`config.mk`:
```
export PLATFORM = sky130hd
export DESIGN_NAME = lsu_st_seq
export DESIGN_NICKNAME = d
export VERILOG_FILES = /design/src/rtl/lsu_st_seq.sv
export SDC_FILE = /design/constraint.sdc
export NUM_CORES = 1
export LEC_CHECK = 0
export BUFFER_PORTS_ARGS = -buffer_cell sky130_fd_sc_hd__buf_2
export CAP_MARGIN = 10
export CORE_ASPECT_RATIO = 0.8
export CORE_MARGIN = 8
export CORE_UTILIZATION = 24
export DETAILED_ROUTE_END_ITERATION = 10
export GPL_TIMING_DRIVEN = 0
export HOLD_SLACK_MARGIN = 0.1
export SYNTH_ARGS = -nofsm -noshare
export SYNTH_HDL_FRONTEND = slang
export SYNTH_SLANG_ARGS = --single-unit
export TNS_END_PERCENT = 10
```
`constraint.sdc`:
```
create_clock -name clk -period 3.2 [get_ports clk]
set_input_delay 0.64 -clock clk [delete_from_list [all_inputs] [get_ports clk]]
set_output_delay 0.64 -clock clk [all_outputs]
set_load 0.05 [all_outputs]
```
`src/rtl/lsu_st_seq.sv`:
```
// lsu_st_seq -- LSU store sequencer feeding the AXI write interface.
//
// Accepts one strided store command, issues a single AW request carrying the
// stride code and burst count, then streams every W beat out of the on-chip
// ORAM through a 2-entry skid buffer. B responses are counted; when the last
// beat is sent and every expected response has arrived, st_done pulses once.
//
// Optional feature (macro LSU_ST_BRESP_CHK_EN):
//   defined   -> st_err is sticky on any non-OKAY counted response; the tag of
//                the first failing response is exported on err_oram_addr.
//   undefined -> st_err is tied low, bresp/tag are ignored, no err_oram_addr.
//
// Ports:
//   clk, rst_n                 clock, asynchronous active-low reset
//   cmd_*                      store command (valid/ready + burst fields)
//   lsu_axi_aw*, axi_lsu_awrdy AW request channel
//   lsu_axi_w*, axi_lsu_wrdy   W beat channel (strobe always all ones)
//   axi_lsu_b*, lsu_axi_brdy   B response channel (always ready)
//   lsu_oram_rd_*, oram_lsu_rd_data  ORAM read port, data 1 cycle after rd_en
//   st_done, st_err            completion pulse, sticky error
module lsu_st_seq #(
    parameter int DATA_W  = 64,
    parameter int ORAM_AW = 12,
    parameter int AXI_AW  = 10
) (
    input  logic                 clk,
    input  logic                 rst_n,
    input  logic                 cmd_vld,
    output logic                 cmd_rdy,
    input  logic [AXI_AW-1:0]    cmd_awaddr,
    input  logic [7:0]           cmd_awlen,
    input  logic [2:0]           cmd_awsize,
    input  logic [2:0]           cmd_awstr,
    input  logic [3:0]           cmd_awnum,
    input  logic [ORAM_AW-1:0]   cmd_oram_addr,
    output logic [7:0]           lsu_axi_awid,
    output logic [AXI_AW-1:0]    lsu_axi_awaddr,
    output logic [7:0]           lsu_axi_awlen,
    output logic [2:0]           lsu_axi_awsize,
    output logic [1:0]           lsu_axi_awburst,
    output logic [2:0]           lsu_axi_awstr,
    output logic [3:0]           lsu_axi_awnum,
    output logic [ORAM_AW-1:0]   lsu_axi_oram_addr,
    output logic                 lsu_axi_awvld,
    input  logic                 axi_lsu_awrdy,
    output logic [DATA_W-1:0]    lsu_axi_wdata,
    output logic [DATA_W/8-1:0]  lsu_axi_wstrb,
    output logic                 lsu_axi_wlast,
    output logic                 lsu_axi_wvld,
    input  logic                 axi_lsu_wrdy,
    input  logic                 axi_lsu_bvld,
    input  logic [1:0]           axi_lsu_bresp,
    input  logic [ORAM_AW-1:0]   axi_lsu_resp_oram_addr,
    output logic                 lsu_axi_brdy,
    output logic                 lsu_oram_rd_en,
    output logic [ORAM_AW-1:0]   lsu_oram_rd_addr,
    input  logic [DATA_W-1:0]    oram_lsu_rd_data,
    output logic                 st_done,
    output logic                 st_err
`ifdef LSU_ST_BRESP_CHK_EN
    ,
    output logic [ORAM_AW-1:0]   err_oram_addr
`endif
);

    typedef enum logic [2:0] {IDLE, AW, DATA, WAITB, DONE} state_t;
    state_t state;

    logic [7:0]         id_cnt;
    logic [11:0]        total_beats;
    logic [4:0]         bursts_exp;
    logic [4:0]         b_cnt;
    logic [11:0]        rd_cnt;
    logic [11:0]        wr_cnt;
    logic [7:0]         beat_cnt;
    logic [ORAM_AW-1:0] rd_addr;
    logic               rd_inflight;
    logic [DATA_W-1:0]  skid [2];
    logic               wr_ptr;
    logic               rd_ptr;
    logic [1:0]         skid_occ;

    logic               cmd_acc;
    logic               aw_fire;
    logic               w_fire;
    logic               b_fire;
    logic               last_beat;
    logic [4:0]         b_cnt_nxt;
    logic [11:0]        total_nxt;
    logic [2:0]         occ_after;

    assign cmd_acc   = cmd_vld & cmd_rdy;
    assign aw_fire   = lsu_axi_awvld & axi_lsu_awrdy;
    assign w_fire    = lsu_axi_wvld & axi_lsu_wrdy;
    assign b_fire    = axi_lsu_bvld & lsu_axi_brdy;
    assign b_cnt_nxt = b_cnt + {4'd0, b_fire};
    assign last_beat = w_fire && (wr_cnt == total_beats - 12'd1);
    assign total_nxt = ({4'd0, cmd_awlen} + 12'd1) * ({8'd0, cmd_awnum} + 12'd1);

    // Slots that will be held after this cycle: the beat leaving now frees
    // its slot, which is what lets a full-rate stream run without bubbles.
    assign occ_after = {1'b0, skid_occ} + {2'd0, rd_inflight} - {2'd0, w_fire};

    assign lsu_oram_rd_en   = (state == DATA) && (rd_cnt != total_beats) && (occ_after < 3'd2);
    assign lsu_oram_rd_addr = rd_addr;
    assign lsu_axi_wvld     = (state == DATA) && (skid_occ != 2'd0);
    assign lsu_axi_wdata    = skid[rd_ptr];
    assign lsu_axi_wstrb    = '1;
    assign lsu_axi_wlast    = lsu_axi_wvld && (beat_cnt == lsu_axi_awlen);
    assign lsu_axi_brdy     = 1'b1;

    // Control FSM with registered AW fields, cmd_rdy and st_done.
    always_ff @(posedge clk or negedge rst_n) begin
        if (!rst_n) begin
            state             <= IDLE;
            cmd_rdy           <= 1'b1;
            st_done           <= 1'b0;
            lsu_axi_awvld     <= 1'b0;
            lsu_axi_awid      <= '0;
            lsu_axi_awaddr    <= '0;
            lsu_axi_awlen     <= '0;
            lsu_axi_awsize    <= '0;
            lsu_axi_awburst   <= '0;
            lsu_axi_awstr     <= '0;
            lsu_axi_awnum     <= '0;
            lsu_axi_oram_addr <= '0;
            id_cnt            <= '0;
            total_beats       <= '0;
            bursts_exp        <= '0;
            b_cnt             <= '0;
        end else begin
            st_done <= 1'b0;
            case (state)
                IDLE: begin
                    // Responses seen here belong to nothing and are dropped.
                    if (cmd_acc) begin
                        state             <= AW;
                        cmd_rdy           <= 1'b0;
                        lsu_axi_awvld     <= 1'b1;
                        lsu_axi_awid      <= id_cnt;
                        lsu_axi_awaddr    <= cmd_awaddr;
                        lsu_axi_awlen     <= cmd_awlen;
                        lsu_axi_awsize    <= cmd_awsize;
                        lsu_axi_awburst   <= 2'b01;
                        lsu_axi_awstr     <= cmd_awstr;
                        lsu_axi_awnum     <= cmd_awnum;
                        lsu_axi_oram_addr <= cmd_oram_addr;
                        id_cnt            <= id_cnt + 8'd1;
                        total_beats       <= total_nxt;
                        bursts_exp        <= {1'b0, cmd_awnum} + 5'd1;
                        b_cnt             <= '0;
                    end
                end
                AW: begin
                    b_cnt <= b_cnt_nxt;
                    if (aw_fire) begin
                        lsu_axi_awvld <= 1'b0;
                        state         <= DATA;
                    end
                end
                DATA: begin
                    b_cnt <= b_cnt_nxt;
                    if (last_beat) begin
                        if (b_cnt_nxt == bursts_exp) begin
                            state   <= DONE;
                            st_done <= 1'b1;
                        end else begin
                            state <= WAITB;
                        end
                    end
                end
                WAITB: begin
                    b_cnt <= b_cnt_nxt;
                    if (b_cnt_nxt == bursts_exp) begin
                        state   <= DONE;
                        st_done <= 1'b1;
                    end
                end
                DONE: begin
                    state   <= IDLE;
                    cmd_rdy <= 1'b1;
                end
                default: state <= IDLE;
            endcase
        end
    end

    // ORAM read issue, skid buffer fill/drain and beat counters.
    always_ff @(posedge clk or negedge rst_n) begin
        if (!rst_n) begin
            rd_addr     <= '0;
            rd_cnt      <= '0;
            wr_cnt      <= '0;
            beat_cnt    <= '0;
            rd_inflight <= 1'b0;
            skid[0]     <= '0;
            skid[1]     <= '0;
            wr_ptr      <= 1'b0;
            rd_ptr      <= 1'b0;
            skid_occ    <= '0;
        end else begin
            rd_inflight <= lsu_oram_rd_en;
            if (cmd_acc) begin
                rd_addr  <= cmd_oram_addr;
                rd_cnt   <= '0;
                wr_cnt   <= '0;
                beat_cnt <= '0;
            end else begin
                if (lsu_oram_rd_en) begin
                    rd_addr <= rd_addr + ORAM_AW'(1);
                    rd_cnt  <= rd_cnt + 12'd1;
                end
                if (w_fire) begin
                    wr_cnt   <= wr_cnt + 12'd1;
                    beat_cnt <= lsu_axi_wlast ? 8'd0 : beat_cnt + 8'd1;
                end
            end
            if (rd_inflight) begin
                skid[wr_ptr] <= oram_lsu_rd_data;
                wr_ptr       <= ~wr_ptr;
            end
            if (w_fire) begin
                rd_ptr <= ~rd_ptr;
            end
            skid_occ <= skid_occ + {1'b0, rd_inflight} - {1'b0, w_fire};
        end
    end

`ifdef LSU_ST_BRESP_CHK_EN
    // Sticky error; the tag of the first failing response is kept.
    always_ff @(posedge clk or negedge rst_n) begin
        if (!rst_n) begin
            st_err        <= 1'b0;
            err_oram_addr <= '0;
        end else if (cmd_acc) begin
            st_err <= 1'b0;
        end else if ((state != IDLE) && b_fire && (axi_lsu_bresp != 2'b00)) begin
            st_err <= 1'b1;
            if (!st_err) begin
                err_oram_addr <= axi_lsu_resp_oram_addr;
            end
        end
    end
`else
    logic unused_bresp;
    assign unused_bresp = ^{axi_lsu_bresp, axi_lsu_resp_oram_addr};
    assign st_err       = 1'b0;
`endif

endmodule

```
==> run_summary.xml <==
<?xml version="1.0" encoding="UTF-8"?>
<metrics>
  <group name="synth">
    <metric name="yosys-top-cells-count" unit="">sky130_fd_sc_hd__dfrtp_1, sky130_fd_sc_hd__nand2_1, sky130_fd_sc_hd__mux2_2</metric>
    <metric name="postSynthRegisterBits" unit="">262</metric>
    <metric name="synth_most_common_cell" unit="">sky130_fd_sc_hd__dfrtp_1</metric>
    <metric name="top_cells_by_area_in_the_synthesized_netlist" unit="">sky130_fd_sc_hd__dfrtp_1, sky130_fd_sc_hd__mux2_2, sky130_fd_sc_hd__nand2_1</metric>
    <metric name="number_of_enable_flip_flop_cells_after_synthesis" unit="">0</metric>
    <metric name="post_synth_top_area_cell" unit="">sky130_fd_sc_hd__dfrtp_1</metric>
    <metric name="synth_async_sr_flop_share" unit="">1.000</metric>
    <metric name="count_of_warnings_emitted_by_yosys" unit="">0</metric>
    <metric name="yosysUniqueCellTypes" unit="">70</metric>
    <metric name="synthesis.area" unit="mm2">0.01358</metric>
    <metric name="synth-main-ff-cell" unit="">sky130_fd_sc_hd__dfrtp_1</metric>
    <metric name="synthesis.instances" unit="">1254</metric>
    <metric name="sequential_element_share_of_the_synthesized_area" unit="">0.4828</metric>
    <metric name="syn_avg_cell_area" unit="um2">10.83</metric>
    <metric name="synth_largest_type_area_fraction" unit="">0.4809</metric>
  </group>
  <group name="worst_setup_path">
    <metric name="end_kind" unit="">flip-flop</metric>
    <metric name="timing.critical_path.cells" unit="">buf_12 -&gt; ha_4 -&gt; xnor2_4 -&gt; or2_4 -&gt; fa_1 -&gt; fa_1 -&gt; fa_1 -&gt; inv_2 -&gt; ha_4 -&gt; a21o_1 -&gt; a21oi_2 -&gt; o21bai_1 -&gt; a211o_1 -&gt; a2111o_1 -&gt; nand3_1</metric>
    <metric name="critical-path-slowest-cell" unit="">sky130_fd_sc_hd__fa_1</metric>
    <metric name="cp.required" unit="ns">3.69</metric>
    <metric name="worst_setup_path_startpoint" unit="">cmd_awlen[1]</metric>
    <metric name="r2r-start" unit="">state[0]</metric>
    <metric name="cpPeakStageDelay" unit="ns">0.52</metric>
    <metric name="critical_path.startpoint_type" unit="">input pin</metric>
    <metric name="critPathArrivalTime" unit="ns">4.27</metric>
    <metric name="critical_path_peak_fanout" unit="">5</metric>
    <metric name="critical_path.most_common_cell" unit="">sky130_fd_sc_hd__fa_1</metric>
    <metric name="crit_type" unit="">in -&gt; reg</metric>
  </group>
  <group name="power_and_ir_drop">
    <metric name="p_per_area" unit="mW/mm2">1094</metric>
    <metric name="leakagePower" unit="uW">0.008052</metric>
    <metric name="max-vdd-ir-drop" unit="mV">0.7338</metric>
  </group>
  <group name="grt">
    <metric name="first_global_vias" unit="">10760</metric>
    <metric name="grt_start_max_net_pins" unit="">110</metric>
    <metric name="globalRouteTotalUtil" unit="">0.1182</metric>
    <metric name="grt_first_pass_wirelength" unit="mm">61.56</metric>
    <metric name="grt_remaining_overflow" unit="">0</metric>
    <metric name="initial_antenna_violation_count" unit="">5</metric>
  </group>
  <group name="timing">
    <metric name="timing.final.max_slew_violations" unit="">0</metric>
    <metric name="finalCritPeriodShare" unit="">1.180</metric>
    <metric name="fmax" unit="GHz">0.2648</metric>
    <metric name="clock-skew-final" unit="ns">0.02123</metric>
    <metric name="setup_viol" unit="">7</metric>
    <metric name="fin_worst_hold_slack" unit="ns">0.2609</metric>
    <metric name="slew_headroom" unit="">0.1886</metric>
    <metric name="setup_slack" unit="ns">-0.5771</metric>
    <metric name="hold_viol" unit="">0</metric>
    <metric name="rsz0062_at_grt" unit="">true</metric>
    <metric name="finalCriticalPeriod" unit="ns">3.777</metric>
    <metric name="worst-slew-pin-transition" unit="ns">1.211</metric>
  </group>
  <group name="clocking">
    <metric name="tritoncts_num_sinks" unit="">262</metric>
    <metric name="cts_inserted_buffers" unit="">28</metric>
    <metric name="clkLatencyLatePin" unit="ns">0.58</metric>
    <metric name="cts_buffer_depth" unit="">3</metric>
    <metric name="cts.root.buffer_cell" unit="">sky130_fd_sc_hd__clkbuf_16</metric>
    <metric name="clkSlewWorstSetupHoldPaths" unit="ns">0.07</metric>
    <metric name="cts_tree" unit="">built</metric>
    <metric name="h-tree-depth" unit="">1</metric>
  </group>
  <group name="floorplan">
    <metric name="core-area" unit="mm2">0.05631</metric>
    <metric name="die_h" unit="um">228.8</metric>
    <metric name="die_width" unit="um">282.0</metric>
    <metric name="initial_core_util" unit="">0.2412</metric>
    <metric name="num_rows" unit="">78</metric>
    <metric name="floorplan.die_area" unit="mm2">0.06451</metric>
    <metric name="io_pins" unit="">266</metric>
  </group>
  <group name="worst_hold_path">
    <metric name="holdCritStartpoint" unit="">cmd_awstr[1]</metric>
    <metric name="timing.hold.worst.class" unit="">in -&gt; reg</metric>
  </group>
  <group name="finish">
    <metric name="flow.area_growth_from_synthesis" unit="%">31.12</metric>
    <metric name="final_area" unit="mm2">0.01781</metric>
    <metric name="drive_above_1_share" unit="">0.3937</metric>
    <metric name="layout.filler_cells" unit="">5786</metric>
    <metric name="final_nets" unit="">1744</metric>
    <metric name="final_util" unit="">0.3162</metric>
  </group>
  <group name="drt">
    <metric name="drt_first_pass_iters" unit="">5</metric>
    <metric name="antenna_left" unit="">0</metric>
    <metric name="detail_route.wl_per_cell" unit="um">16.88</metric>
    <metric name="postRouteWirelength" unit="mm">39.73</metric>
    <metric name="drcViolationCount" unit="">0</metric>
    <metric name="drtIter0Drc" unit="">712</metric>
    <metric name="via_per_inst" unit="">4.422</metric>
    <metric name="vias" unit="">10410</metric>
  </group>
  <group name="placement">
    <metric name="place.detailed.hpwl" unit="mm">29.74</metric>
    <metric name="numPortBuffers" unit="">240</metric>
    <metric name="globalplace.congestion" unit="">0.8161</metric>
    <metric name="placement.cell_area" unit="mm2">0.01600</metric>
  </group>
  <group name="run">
    <metric name="max-cap-violations" unit="">0</metric>
  </group>
  <group name="status">
    <metric name="run_status" unit="">complete, but fails checks</metric>
    <metric name="violations" unit="">negative setup slack</metric>
  </group>
</metrics>
## cells by family after synthesis
kind of cell / Yosys count / share of synthesized area
mux: 198 / 0.1636
other cells: 2 / 0.0005529
flops: 262 / 0.4828
fa+ha+maj: 50 / 0.05767
compound gates: 100 / 0.04781
xor+xnor: 100 / 0.06550
simple gates: 431 / 0.1473
buf+inv: 111 / 0.03473
## worst paths after layout
path,to,slack [ns],cells after the start
max,total_beats[10],-0.58,15
min,lsu_axi_awstr[1],0.26,3
max reg2reg,lsu_oram_rd_addr[10],0.06,15
min reg2reg,lsu_axi_awburst[0],0.47,1
max in group asynchronous,skid[56],1.19,4
min in group asynchronous,skid[26],0.59,2
## report_power, final
| part | switching [uW] | internal, uW | total, uW |
|---|---|---|---|
| sequential | 879 | 4690 | 5570 |
| clock | 1420 | 1970 | 3390 |
| combinational | 6860 | 3680 | 10500 |
| total | 9150 | 10300 | 19500 |
## sequential cells by signal, summed over array words and instances (netlist names), 3 cells and up
| signal | flops |
|---|---|
| lsu_axi_awaddr | 10 |
| lsu_axi_awlen | 8 |
| state | 3 |
| beat_cnt | 8 |
| b_cnt | 5 |
| lsu_axi_awnum | 4 |
| lsu_axi_awid | 8 |
| bursts_exp | 5 |
| skid | 128 |
| total_beats | 12 |
| id_cnt | 8 |
| wr_cnt | 12 |
| lsu_oram_rd_addr | 12 |
| lsu_axi_awsize | 3 |
| lsu_axi_awstr | 3 |
| lsu_axi_oram_addr | 12 |
| rd_cnt | 12 |
## critical path: cells and delay by family
kind,cells,cell delay (ns)
buffers and inverters,2,0.16
AND/OR/NAND/NOR,2,0.33
adder cells (fa/ha/maj),5,1.88
XOR/XNOR,1,0.16
AO/OA/AOI/OAI,5,1.09
## layout make-up
class / count / area [um2] / area share
Tap cell: 760 / 950.9 / 0.05340
Inverter: 43 / 161.4 / 0.009063
Clock inverter: 14 / 178.9 / 0.01005
Buffer: 68 / 365.4 / 0.02052
Multi-Input combinational cell: 890 / 7163 / 0.4022
Clock buffer: 36 / 780.7 / 0.04384
Timing Repair Buffer: 277 / 1639 / 0.09204
Sequential cell: 262 / 6559 / 0.3683
Antenna cell: 4 / 10.01 / 0.0005621
## cells in the final DEF, fill, tap and decap left out, types with 5 or more instances in the layout
master and n:
sky130_fd_sc_hd__a21oi_1 14, sky130_fd_sc_hd__and2_1 10, sky130_fd_sc_hd__and3_1 10, sky130_fd_sc_hd__buf_1 5, sky130_fd_sc_hd__buf_2 233, sky130_fd_sc_hd__buf_4 42
sky130_fd_sc_hd__buf_6 10, sky130_fd_sc_hd__clkbuf_1 40, sky130_fd_sc_hd__clkbuf_16 29, sky130_fd_sc_hd__clkbuf_2 6, sky130_fd_sc_hd__clkbuf_8 7, sky130_fd_sc_hd__clkinv_2 7
sky130_fd_sc_hd__conb_1 11, sky130_fd_sc_hd__dfrtp_1 260, sky130_fd_sc_hd__fa_1 19, sky130_fd_sc_hd__ha_1 22, sky130_fd_sc_hd__ha_4 7, sky130_fd_sc_hd__inv_1 40
sky130_fd_sc_hd__mux2_2 192, sky130_fd_sc_hd__mux2i_1 6, sky130_fd_sc_hd__nand2_1 224, sky130_fd_sc_hd__nand2b_1 8, sky130_fd_sc_hd__nand3_1 26, sky130_fd_sc_hd__nand3_4 5
sky130_fd_sc_hd__nand4_1 17, sky130_fd_sc_hd__nor2_1 55, sky130_fd_sc_hd__nor2b_1 7, sky130_fd_sc_hd__nor3_1 16, sky130_fd_sc_hd__nor4b_4 5, sky130_fd_sc_hd__o21ai_0 36
sky130_fd_sc_hd__o21ai_1 6, sky130_fd_sc_hd__xnor2_1 65, sky130_fd_sc_hd__xor2_1 21
## metal layers
| layer | vias to the layer above | share of wire | wire length, um | global-route usage |
|---|---|---|---|---|
| li1 | 4875 | - | - | - |
| met1 | 5158 | 0.46 | 18420 | 0.1686 |
| met2 | 315 | 0.44 | 17290 | 0.1751 |
| met3 | 59 | 0.078 | 3084 | 0.03112 |
| met4 | 2 | 0.023 | 918 | 0.03013 |
| met5 | - | 0.00033 | 13 | 0 |
## metrics by stage
step	setup TNS (ns)	total power [uW]	cells	setup slack, ns
2_1_floorplan	-9.672	13090	1263	-0.8801
3_3_place_gp	-895.76	15260	2263	-3.324
3_5_place_dp	-35.68	15570	2266	-1.594
4_1_cts	-2.894	19460	2335	-0.5767
5_1_grt	-3.901	20610	2353	-0.6335
6_report	-2.696	19490	2354	-0.5771
## repair_timing
| item | in CTS | in global routing |
|---|---|---|
| gates resized for setup | 71 | 51 |
| setup buffers | 18 | 15 |
| hold buffers | 1 | 0 |
| pin swaps | 26 | 35 |
| hold endpoints to repair | 62 | 0 |
| setup endpoints to repair | 84 | 38 |
(Power assumes the default switching activity.)
